File: config.mk
export PLATFORM = sky130hd
export DESIGN_NAME = tt_um_dpmu
export DESIGN_NICKNAME = d
export VERILOG_FILES = /design/src/rtl/tt_um_dpmu.sv
export SDC_FILE = /design/constraint.sdc
export NUM_CORES = 1
export LEC_CHECK = 0
export CAP_MARGIN = 0
export CORE_ASPECT_RATIO = 1.4
export CORE_MARGIN = 1.5
export CORE_UTILIZATION = 55
export CTS_BUF_LIST = sky130_fd_sc_hd__clkbuf_4
export DETAILED_ROUTE_END_ITERATION = 7
export GPL_TIMING_DRIVEN = 1
export PLACE_DENSITY = 0.88
export SETUP_SLACK_MARGIN = 0.05
export SKIP_LAST_GASP = 1
export SYNTH_ARGS = -nofsm -noshare
export SYNTH_HDL_FRONTEND = slang
export SYNTH_HIERARCHICAL = 1
export SYNTH_SLANG_ARGS = --single-unit
File: constraint.sdc
create_clock -name clk -period 4 [get_ports clk]
set_clock_uncertainty 0.1 [all_clocks]
set_input_delay 0.8 -clock clk [delete_from_list [all_inputs] [get_ports clk]]
set_output_delay 0.8 -clock clk [all_outputs]
set_load 0.01 [all_outputs]
File: src/rtl/tt_um_dpmu.sv
// Four-domain power management unit: per-domain power-switch / isolation / reset / retention sequencing.
// Optional retention state is built only when DPMU_RETENTION_EN is defined.

module dpmu_dom #(
    parameter int RAMP_CYCLES = 2
) (
    input  logic clk,
    input  logic rst,
    input  logic pmu_en,
    input  logic tgt,
    input  logic ret_sel,
    output logic pwr_en,
    output logic iso,
    output logic dom_rst_n,
    output logic ret,
    output logic on,
    output logic busy
);
    typedef enum logic [2:0] {
        S_OFF  = 3'd0,
        S_RAMP = 3'd1,
        S_ON   = 3'd2,
        S_ISO  = 3'd3,
        S_RET  = 3'd4
    } state_t;

    localparam logic [3:0] RAMP_LOAD = 4'(RAMP_CYCLES - 1);

    state_t     state, state_nxt;
    logic [3:0] cnt, cnt_nxt;

    always_ff @(posedge clk or posedge rst) begin
        if (rst) begin
            state <= S_OFF;
            cnt   <= 4'd0;
        end else begin
            state <= state_nxt;
            cnt   <= cnt_nxt;
        end
    end

    // Everything holds while pmu_en is low, including a half-finished ramp.
    always_comb begin
        state_nxt = state;
        cnt_nxt   = cnt;
        if (pmu_en) begin
            case (state)
                S_OFF: if (tgt) begin
                    state_nxt = S_RAMP;
                    cnt_nxt   = RAMP_LOAD;
                end
                S_RAMP: begin
                    if (!tgt)
                        state_nxt = S_OFF;
                    else if (cnt == 4'd0)
                        state_nxt = S_ON;
                    else
                        cnt_nxt = cnt - 4'd1;
                end
                S_ON: if (!tgt) state_nxt = S_ISO;
                S_ISO: begin
                    if (tgt)
                        state_nxt = S_ON;
`ifdef DPMU_RETENTION_EN
                    else if (ret_sel)
                        state_nxt = S_RET;
`endif
                    else
                        state_nxt = S_OFF;
                end
                S_RET: if (tgt) begin
                    state_nxt = S_RAMP;
                    cnt_nxt   = RAMP_LOAD;
                end
                default: state_nxt = S_OFF;
            endcase
        end
    end

    always_comb begin
        pwr_en    = (state == S_RAMP) || (state == S_ON) || (state == S_ISO);
        iso       = (state != S_ON);
        dom_rst_n = (state == S_ON) || (state == S_ISO) || (state == S_RET);
`ifdef DPMU_RETENTION_EN
        ret       = (state == S_RET);
`else
        ret       = 1'b0;
`endif
        on        = (state == S_ON);
        busy      = (state == S_RAMP) || (state == S_ISO);
    end

`ifndef DPMU_RETENTION_EN
    logic unused_ret_sel;
    assign unused_ret_sel = ret_sel;
`endif
endmodule

module tt_um_dpmu #(
    parameter int RAMP_CYCLES = 2
) (
    input  logic       clk,
    input  logic       rst_n,
    input  logic       ena,
    input  logic [7:0] ui_in,
    input  logic [7:0] uio_in,
    output logic [7:0] uo_out,
    output logic [7:0] uio_out,
    output logic [7:0] uio_oe
);
    localparam int NUM_DOM = 4;

    // rst_n is the tile's pin name; the reset it carries is active-high.
    logic rst;
    assign rst = rst_n;

    logic [NUM_DOM-1:0] dom_req, tgt;
    logic               sleep, ret_sel, pmu_en, status_sel;

    assign dom_req    = ui_in[7:4];
    assign sleep      = ui_in[3];
    assign ret_sel    = ui_in[2];
    assign pmu_en     = ui_in[1];
    assign status_sel = ui_in[0];
    assign tgt        = dom_req & {NUM_DOM{~sleep}};

    logic [NUM_DOM-1:0] pwr_en, iso, dom_rst_n, ret, on, busy;

    for (genvar i = 0; i < NUM_DOM; i++) begin : g_dom
        dpmu_dom #(.RAMP_CYCLES(RAMP_CYCLES)) u_dom (
            .clk       (clk),
            .rst       (rst),
            .pmu_en    (pmu_en),
            .tgt       (tgt[i]),
            .ret_sel   (ret_sel),
            .pwr_en    (pwr_en[i]),
            .iso       (iso[i]),
            .dom_rst_n (dom_rst_n[i]),
            .ret       (ret[i]),
            .on        (on[i]),
            .busy      (busy[i])
        );
    end

    assign uo_out  = {iso, pwr_en};
    assign uio_out = status_sel ? {busy, on} : {ret, dom_rst_n};
    assign uio_oe  = 8'hFF;

    logic unused_pins;
    assign unused_pins = &{1'b0, ena, uio_in};
endmodule

==> results of run 1 <==
==> cells in the final DEF, fill, tap and decap left out, drive strengths merged <==
cell / n
nand2b: 8
nor2: 8
o211ai: 4
clkbuf: 3
nand3: 4
or3: 4
mux2: 8
or4: 4
mux2i: 4
conb: 12
or2: 4
nor3b: 4
nor2b: 8
a22o: 8
a21o: 8
nor3: 4
clkdlybuf4s50: 24
o211a: 4
nand2: 12
inv: 24
clkinv: 1
dfrtp: 24
a21oi: 4
nand3b: 4
o21ai: 4
ha: 8
==> power groups by stage <==
stage                     logic (uW)  registers [uW]  clock network (uW)
after floorplan                  419             385                   0
after global placement           504             432                   0
after detailed placement         525             434                   0
after CTS                        527             430                 111
after global routing             577             447                 119
final                            521             431                 108
==> layer usage <==
layer  global-route usage, %  share of wire [%]
met1                    20.3                 42
met2                    34.2                 53
met3                    2.11                3.2
met4                    7.31                2.3
met5                       0                  0
==> cell families after synthesis <==
| logic type | Yosys count |
|---|---|
| AND/OR/NAND/NOR | 64 |
| adder cells (fa/ha/maj) | 8 |
| other | 5 |
| buffers and inverters | 49 |
| multiplexers | 12 |
| AO/OA/AOI/OAI | 32 |
| flip-flops | 24 |
==> layout make-up <==
type,instances,area [um^2]
flip-flops and latches,24,601
multi-input cells,128,996
clock buffers,3,22.5
repair buffers,24,240
clock inverters,1,3.75
well taps,39,48.8
fillers,271,1120
inverters,24,90.1
==> worst min-delay path by stage <==
stage / start / end / cells after the start / slack (ns)
floorplan: g_dom[0].u_dom/cnt[1]$_DFFE_PP0P_ / g_dom[0].u_dom/cnt[1]$_DFFE_PP0P_ / 1 / 0.38
global placement: g_dom[3].u_dom/cnt[1]$_DFFE_PP0P_ / g_dom[3].u_dom/cnt[1]$_DFFE_PP0P_ / 1 / 0.41
detailed placement: g_dom[0].u_dom/cnt[1]$_DFFE_PP0P_ / g_dom[0].u_dom/cnt[1]$_DFFE_PP0P_ / 1 / 0.41
CTS: g_dom[0].u_dom/cnt[1]$_DFFE_PP0P_ / g_dom[0].u_dom/cnt[1]$_DFFE_PP0P_ / 1 / 0.45
global route: g_dom[3].u_dom/cnt[1]$_DFFE_PP0P_ / g_dom[3].u_dom/cnt[1]$_DFFE_PP0P_ / 1 / 0.46
finish: g_dom[0].u_dom/cnt[1]$_DFFE_PP0P_ / g_dom[0].u_dom/cnt[1]$_DFFE_PP0P_ / 1 / 0.45
==> worst register-to-register path: cells and delay by family (launching register included) <==
family        cells  cell delay [ns]
simple gates      3             0.76
flops             1             0.39
fa+ha+maj         1             0.18
buf+inv           1             0.07
==> stage by stage <==
| stage | hold slack, ns | worst slack (ns) |
|---|---|---|
| finish | 0.446 | 0.644 |
| detailed placement | 0.414 | 0.635 |
| global placement | 0.406 | 0.633 |
| global route | 0.455 | 0.593 |
| floorplan | 0.382 | 1.86 |
| CTS | 0.445 | 0.632 |
==> tab_implementation.tex, run 1 <==
\begin{tabular}{lr}
\hline
Metric & Value \\
\hline
\multicolumn{2}{l}{\textbf{Outcome}} \\
Outcome & completed \\
\multicolumn{2}{l}{\textbf{Power}} \\
Power Internal & 654 uW \\
Pleak & 0.00105 uW \\
Net Sw Frac & 38.3\% \\
Ratio of total power to cell area & 529 nW/um\^{}2 \\
Net switching power & 405 uW \\
Clock Power Share & 10.2\% \\
Max VDD drop & 0.374 mV \\
Power share of the combinational group & 49.2\% \\
Sequential cell fraction of total power & 40.7\% \\
Total power & 1060 uW \\
\multicolumn{2}{l}{\textbf{Setup path}} \\
Critical path origin & ui\_in[0] \\
Timing endpoint of the critical path & uio\_out[3] \\
Slowest cell on the critical path & sky130\_fd\_sc\_hd\_\_clkdlybuf4s50\_1 \\
Crit-path max FO & 8 \\
CP Data Arrival Time & 2.46 ns \\
CP delay by family, top & buffers and inverters \\
Cells along the critical path & clkdlybuf4s50\_1, mux2\_4, clkdlybuf4s50\_1 \\
Worst reg-to-reg setup slack & 2.45 ns \\
Slowest stage delay, CP & 0.83 ns \\
Worst Path Class, Setup & in2out \\
Startpoint of the lowest-slack register-to-register path & g\_dom[2].u\_dom/cnt[1]\$\_DFFE\_PP0P\_ \\
Kind of start point of the critical path & input port \\
Logic depth of the worst setup path including buffers & 3 \\
Required time of the critical path & 3.10 ns \\
Worst path most repeated cell & sky130\_fd\_sc\_hd\_\_clkdlybuf4s50\_1 \\
Bufs and invs on worst path & 2 \\
Terminus of the critical flop-to-flop path & g\_dom[2].u\_dom/cnt[2]\$\_DFFE\_PP0P\_ \\
Worst reg-to-reg path cell count & 5 \\
Capturing element type of the critical path & primary output \\
\multicolumn{2}{l}{\textbf{Routing}} \\
Initial DRT Pass Iterations & 4 \\
Antenna violation net count after detailed routing & 0 \\
Violation count after the first detailed-route iteration & 35 \\
Total via count in the routed design & 1,282 \\
Wire length per cell after detailed routing & 12.4 um \\
Residual DRC & 0 \\
Via/cell ratio & 5.28 \\
DRT Wirelength & 3020 um \\
\multicolumn{2}{l}{\textbf{Synthesis}} \\
Post-synth top area share & 33.1\% \\
Post-synthesis async set-or-reset flop share & 100\% \\
Number of enable-type register cells in the synthesized netlist & 0 \\
Post-synthesis adder-cell area fraction & 5.52\% \\
Number of cells produced by synthesis & 194 \\
Post-synthesis mux area share & 8.84\% \\
Area contributors post-synth & sky130\_fd\_sc\_hd\_\_dfrtp\_1, sky130\_fd\_sc\_hd\_\_mux2\_4, sky130\_fd\_sc\_hd\_\_ha\_1 \\
Complex-gate fraction of the synthesized area & 13.5\% \\
Most instantiated flip-flop cell in the synthesis netlist & sky130\_fd\_sc\_hd\_\_dfrtp\_1 \\
Post-synth cell types & 28 \\
Basic-gate share of the synthesized area counting and, or, nand and nor cells & 24.6\% \\
Yosys warning total & 6 \\
Cell type with the highest aggregate area in the netlist & sky130\_fd\_sc\_hd\_\_dfrtp\_1 \\
Sequential area share after synthesis & 33.1\% \\
Main combinational cell family by area after synthesis & simple AND/OR/NAND/NOR gates \\
List of most frequent post-synthesis cells & sky130\_fd\_sc\_hd\_\_dfrtp\_1, sky130\_fd\_sc\_hd\_\_inv\_1, sky130\_fd\_sc\_hd\_\_buf\_4, sky130\_fd\_sc\_hd\_\_nand2\_1 \\
Area of the mapped netlist & 1810 um\^{}2 \\
Mean cell area of the mapped netlist & 9.34 um\^{}2 \\
Parity-gate share of the synthesized area counting xor and xnor cells & 0\% \\
Number of flip-flops and latches in the synthesized netlist & 24 \\
\multicolumn{2}{l}{\textbf{CTS}} \\
Clk sink count & 24 \\
Longest Clk Path Bufs & 2 \\
Clock root buffer master & sky130\_fd\_sc\_hd\_\_clkbuf\_4 \\
Clock-pin slew on the worst setup and hold paths & 0.13 ns \\
CTS HTree Levels & 1 \\
Post-cts resize count & 0 \\
Source-to-sink clock delay at the later pin of the worst-skew pair & 0.31 ns \\
TritonCTS clock tree & done \\
Cts-stage hold buffer count & 0 \\
Total CTS buffers & 3 \\
Number of buffers inserted to repair setup after CTS & 0 \\
\multicolumn{2}{l}{\textbf{Timing}} \\
Final Max Tran Viols & 0 \\
RSZ-0062 raised after global routing & no \\
Slew headroom & 37.4\% \\
Slew of the pin with the lowest slew margin & 0.936 ns \\
Final TNS setup & 0 ns \\
Number of failing setup endpoints in the final timing report & 0 \\
Fmax & 298 MHz \\
Final number of hold-violating endpoints & 0 \\
Final cycle utilization of the critical path & 83.9\% \\
Time the final worst path needs with I/O delays and setup & 3.36 ns \\
\multicolumn{2}{l}{\textbf{Global route}} \\
Initial antenna violation count & 0 \\
Vias in the first global route & 1,262 \\
Total routing usage reported by global routing & 18.3\% \\
Total grt overflow & 0 \\
Wire length of the first global-routing pass & 5180 um \\
Pin count of the biggest net entering global routing & 21 \\
\multicolumn{2}{l}{\textbf{Floorplan}} \\
Io pins & 43 \\
Die area & 3650 um\^{}2 \\
Horizontal extent of the die & 51.5 um \\
Initial core utilization & 58.0\% \\
Core Footprint & 3120 um\^{}2 \\
Vertical extent of the die & 70.9 um \\
Rows & 24 \\
\multicolumn{2}{l}{\textbf{Place}} \\
GP Congestion & 0.758 \\
Post-placement cell count & 239 \\
Post-place instance area & 1980 um\^{}2 \\
Quantity of I/O buffers inserted on ports & 24 \\
Dpl hpwl & 2390 um \\
\multicolumn{2}{l}{\textbf{Run}} \\
Maximum Capacitance Violations & 0 \\
\multicolumn{2}{l}{\textbf{Final layout}} \\
Diodes inserted & 0 \\
Post-layout utilization of the core & 64.1\% \\
Net count reported at finish & 232 \\
Filler-free cell count of the finished design & 243 \\
Fraction of final layout cells sized beyond drive strength 1 & 15.2\% \\
Area growth syn-to-layout & 10.5\% \\
Final std cell area, no fill & 2000 um\^{}2 \\
\multicolumn{2}{l}{\textbf{Worst hold path}} \\
Hold/Removal Path Class & reg2reg \\
\hline
\end{tabular}
Power figures use the tool's default switching activity.
==> run 2, diff against run 1 <==
--- a/config.mk
+++ b/config.mk
@@ -8,11 +8,11 @@
 export CAP_MARGIN = 0
 export CORE_ASPECT_RATIO = 1.4
 export CORE_MARGIN = 1.5
-export CORE_UTILIZATION = 55
+export CORE_UTILIZATION = 47
 export CTS_BUF_LIST = sky130_fd_sc_hd__clkbuf_4
 export DETAILED_ROUTE_END_ITERATION = 7
 export GPL_TIMING_DRIVEN = 1
-export PLACE_DENSITY = 0.88
+export PLACE_DENSITY = 0.8
 export SETUP_SLACK_MARGIN = 0.05
 export SKIP_LAST_GASP = 1
 export SYNTH_ARGS = -nofsm -noshare
==> constraint.sdc (replaced) <==
create_clock -name clk -period 2.9 [get_ports clk]
set_clock_uncertainty 0.1 [all_clocks]
set_input_delay 0.58 -clock clk [delete_from_list [all_inputs] [get_ports clk]]
set_output_delay 0.58 -clock clk [all_outputs]
set_load 0.01 [all_outputs]
==> tab_implementation.tex, run 2 (synthesis results as in run 1) <==
\begin{tabular}{lr}
\hline
Metric & Value \\
\hline
\multicolumn{2}{l}{\textbf{CTS}} \\
Source-to-sink clock delay at the later pin of the worst-skew pair & 0.32 ns (about the same) \\
Cts-stage hold buffer count & 0 (unchanged) \\
Clock root buffer master & sky130\_fd\_sc\_hd\_\_clkbuf\_4 \\
Post-cts resize count & 0 (unchanged) \\
CTS HTree Levels & 1 (unchanged) \\
Number of buffers inserted to repair setup after CTS & 0 (unchanged) \\
Total CTS buffers & 3 (unchanged) \\
Longest Clk Path Bufs & 2 (unchanged) \\
TritonCTS clock tree & done \\
Clock-pin slew on the worst setup and hold paths & 0.12 ns (about the same) \\
Clk sink count & 24 (unchanged) \\
\multicolumn{2}{l}{\textbf{Routing}} \\
Antenna violation net count after detailed routing & 0 (unchanged) \\
Violation count after the first detailed-route iteration & 19 (-46\%) \\
Total via count in the routed design & 1,256 (-2.0\%) \\
Via/cell ratio & 5.06 (-4.0\%) \\
Initial DRT Pass Iterations & 4 (unchanged) \\
DRT Wirelength & 3000 um (-0.46\%) \\
Residual DRC & 0 (unchanged) \\
Wire length per cell after detailed routing & 12.1 um (-2.5\%) \\
\multicolumn{2}{l}{\textbf{Power}} \\
Net switching power & 553 uW (+36\%) \\
Clock Power Share & 15.7\% (+5.5 points) \\
Power share of the combinational group & 46.1\% (-3.1 points) \\
Power Internal & 991 uW (+52\%) \\
Ratio of total power to cell area & 754 nW/um\^{}2 (+43\%) \\
Sequential cell fraction of total power & 38.2\% (-2.5 points) \\
Max VDD drop & 0.413 mV (+10\%) \\
Pleak & 0.00107 uW (+2.1\%) \\
Net Sw Frac & 35.8\% (-2.5 points) \\
\multicolumn{2}{l}{\textbf{Setup path}} \\
Crit-path max FO & 8 (unchanged) \\
Required time of the critical path & 2.22 ns (-0.88 ns) \\
Slowest stage delay, CP & 0.48 ns (-0.35 ns) \\
CP Data Arrival Time & 2.05 ns (-0.41 ns) \\
Slowest cell on the critical path & sky130\_fd\_sc\_hd\_\_clkdlybuf4s50\_1 \\
Cells along the critical path & clkdlybuf4s50\_1, buf\_4, mux2\_4, clkdlybuf4s50\_1 \\
Worst Path Class, Setup & in2out \\
Capturing element type of the critical path & primary output \\
Worst path most repeated cell & sky130\_fd\_sc\_hd\_\_clkdlybuf4s50\_1 \\
Kind of start point of the critical path & input port \\
\multicolumn{2}{l}{\textbf{Timing}} \\
Hold Slack & 0.438 ns (-0.00776 ns) \\
Number of failing setup endpoints in the final timing report & 0 (unchanged) \\
Final TNS setup & 0 ns (unchanged) \\
Final Max Tran Viols & 0 (unchanged) \\
Final cycle utilization of the critical path & 94.2\% \\
Time the final worst path needs with I/O delays and setup & 2.73 ns \\
Final number of hold-violating endpoints & 0 (unchanged) \\
RSZ-0062 raised after global routing & no \\
Fmax & 366 MHz \\
\multicolumn{2}{l}{\textbf{Run}} \\
Maximum Capacitance Violations & 0 (unchanged) \\
\multicolumn{2}{l}{\textbf{Place}} \\
GP Congestion & 0.784 (+3.4\%) \\
Dpl hpwl & 2340 um (-1.8\%) \\
Quantity of I/O buffers inserted on ports & 24 (unchanged) \\
\multicolumn{2}{l}{\textbf{Global route}} \\
Total routing usage reported by global routing & 14.5\% (-3.8 points) \\
Vias in the first global route & 1,194 (-5.4\%) \\
Wire length of the first global-routing pass & 5030 um (-2.9\%) \\
Pin count of the biggest net entering global routing & 21 (unchanged) \\
Total grt overflow & 0 (unchanged) \\
Initial antenna violation count & 0 (unchanged) \\
\multicolumn{2}{l}{\textbf{Final layout}} \\
Fraction of final layout cells sized beyond drive strength 1 & 16.5\% (+1.3 points) \\
Area growth syn-to-layout & 13.0\% \\
Net count reported at finish & 234 (+0.86\%) \\
Highest-count cells in the layout ignoring fill and taps & sky130\_fd\_sc\_hd\_\_inv\_1, sky130\_fd\_sc\_hd\_\_dfrtp\_1, sky130\_fd\_sc\_hd\_\_clkdlybuf4s50\_1 \\
Count of filler cells inserted in the layout & 337 (+24\%) \\
Diodes inserted & 0 (unchanged) \\
\multicolumn{2}{l}{\textbf{Floorplan}} \\
Core Footprint & 3680 um\^{}2 (+18\%) \\
Initial core utilization & 49.3\% (-8.7 points) \\
Die area & 4240 um\^{}2 (+16\%) \\
Horizontal extent of the die & 55.5 um (+7.7\%) \\
Io pins & 43 (unchanged) \\
Rows & 26 (+8.3\%) \\
Vertical extent of the die & 76.5 um (+7.8\%) \\
\multicolumn{2}{l}{\textbf{Worst hold path}} \\
Hold/Removal Path Class & reg2reg \\
\multicolumn{2}{l}{\textbf{Outcome}} \\
Outcome & completed \\
\hline
\end{tabular}
run 2: cell count changes in the layout (fill, tap and decap cells not counted), sizes merged:
cell,delta
buf,+2
bufinv,+1
clkinv,-1
run 2: final cells by class:
cell class	count	area, um^2	share of cell area, %
clock buffer	3	22.5	1.10
clock inverter	1	30.0	1.47
inverter	24	90.1	4.40
multi-input combinational	128	996	48.7
sequential	24	601	29.3
tap	42	52.6	2.57
timing repair buffer	26	255	12.5
run 2: power groups by stage:
stage,clock network [uW],registers [uW],logic [uW]
finish,243,590,711
global route,262,612,787
CTS,253,592,719
detailed placement,0,598,717
global placement,0,595,702
floorplan,0,532,578
run 2: worst paths after layout:
path / start / to / slack [ns] / cells after the start
max in group asynchronous: rst_n / g_dom[0].u_dom/cnt[0]$_DFFE_PP0P_ / 2.03 / 2
hold / removal: g_dom[0].u_dom/cnt[1]$_DFFE_PP0P_ / g_dom[0].u_dom/cnt[1]$_DFFE_PP0P_ / 0.44 / 1
setup / recovery: ui_in[0] / uio_out[2] / 0.17 / 4
hold reg to reg: g_dom[0].u_dom/cnt[1]$_DFFE_PP0P_ / g_dom[0].u_dom/cnt[1]$_DFFE_PP0P_ / 0.44 / 1
min in group asynchronous: rst_n / g_dom[3].u_dom/cnt[2]$_DFFE_PP0P_ / 0.45 / 2
setup reg to reg: g_dom[0].u_dom/cnt[0]$_DFFE_PP0P_ / g_dom[0].u_dom/cnt[2]$_DFFE_PP0P_ / 1.35 / 5
run 2: worst max-delay path: cells and delay by family:
kind | cells | cell delay [ns]
mux | 1 | 0.31
buf+inv | 3 | 1.16
run 2: through the flow:
stage / cells / utilization [%] / total power (uW) / cell area [um^2] / worst slack [ns]
3_5_place_dp: 244 / 54.3 / 1320 / 1990 / 0.166
2_1_floorplan: 201 / - / 1110 / 1840 / 1.20
3_3_place_gp: 244 / 54.3 / 1300 / 1990 / 0.193
4_1_cts: 248 / 55.7 / 1560 / 2050 / 0.161
6_report: 248 / 55.7 / 1540 / 2050 / 0.169
5_1_grt: 248 / 55.7 / 1660 / 2050 / 0.138
run 2: layer usage:
layer	up-vias	part of all wire, %	global-route usage, %
li1	640	-	-
met1	583	43	17.0
met2	24	51	25.4
met3	9	3.1	1.87
met4	0	2.6	7.32
met5	-	0	0
==> run 3, diff against run 2 <==
--- a/config.mk
+++ b/config.mk
@@ -14,6 +14,7 @@
 export GPL_TIMING_DRIVEN = 1
 export PLACE_DENSITY = 0.8
 export SETUP_SLACK_MARGIN = 0.05
+export SKIP_CTS_REPAIR_TIMING = 1
 export SKIP_LAST_GASP = 1
 export SYNTH_ARGS = -nofsm -noshare
 export SYNTH_HDL_FRONTEND = slang
==> results of run 3 <==
No change in the layout: final DEF, timing and power equal those of run 2.
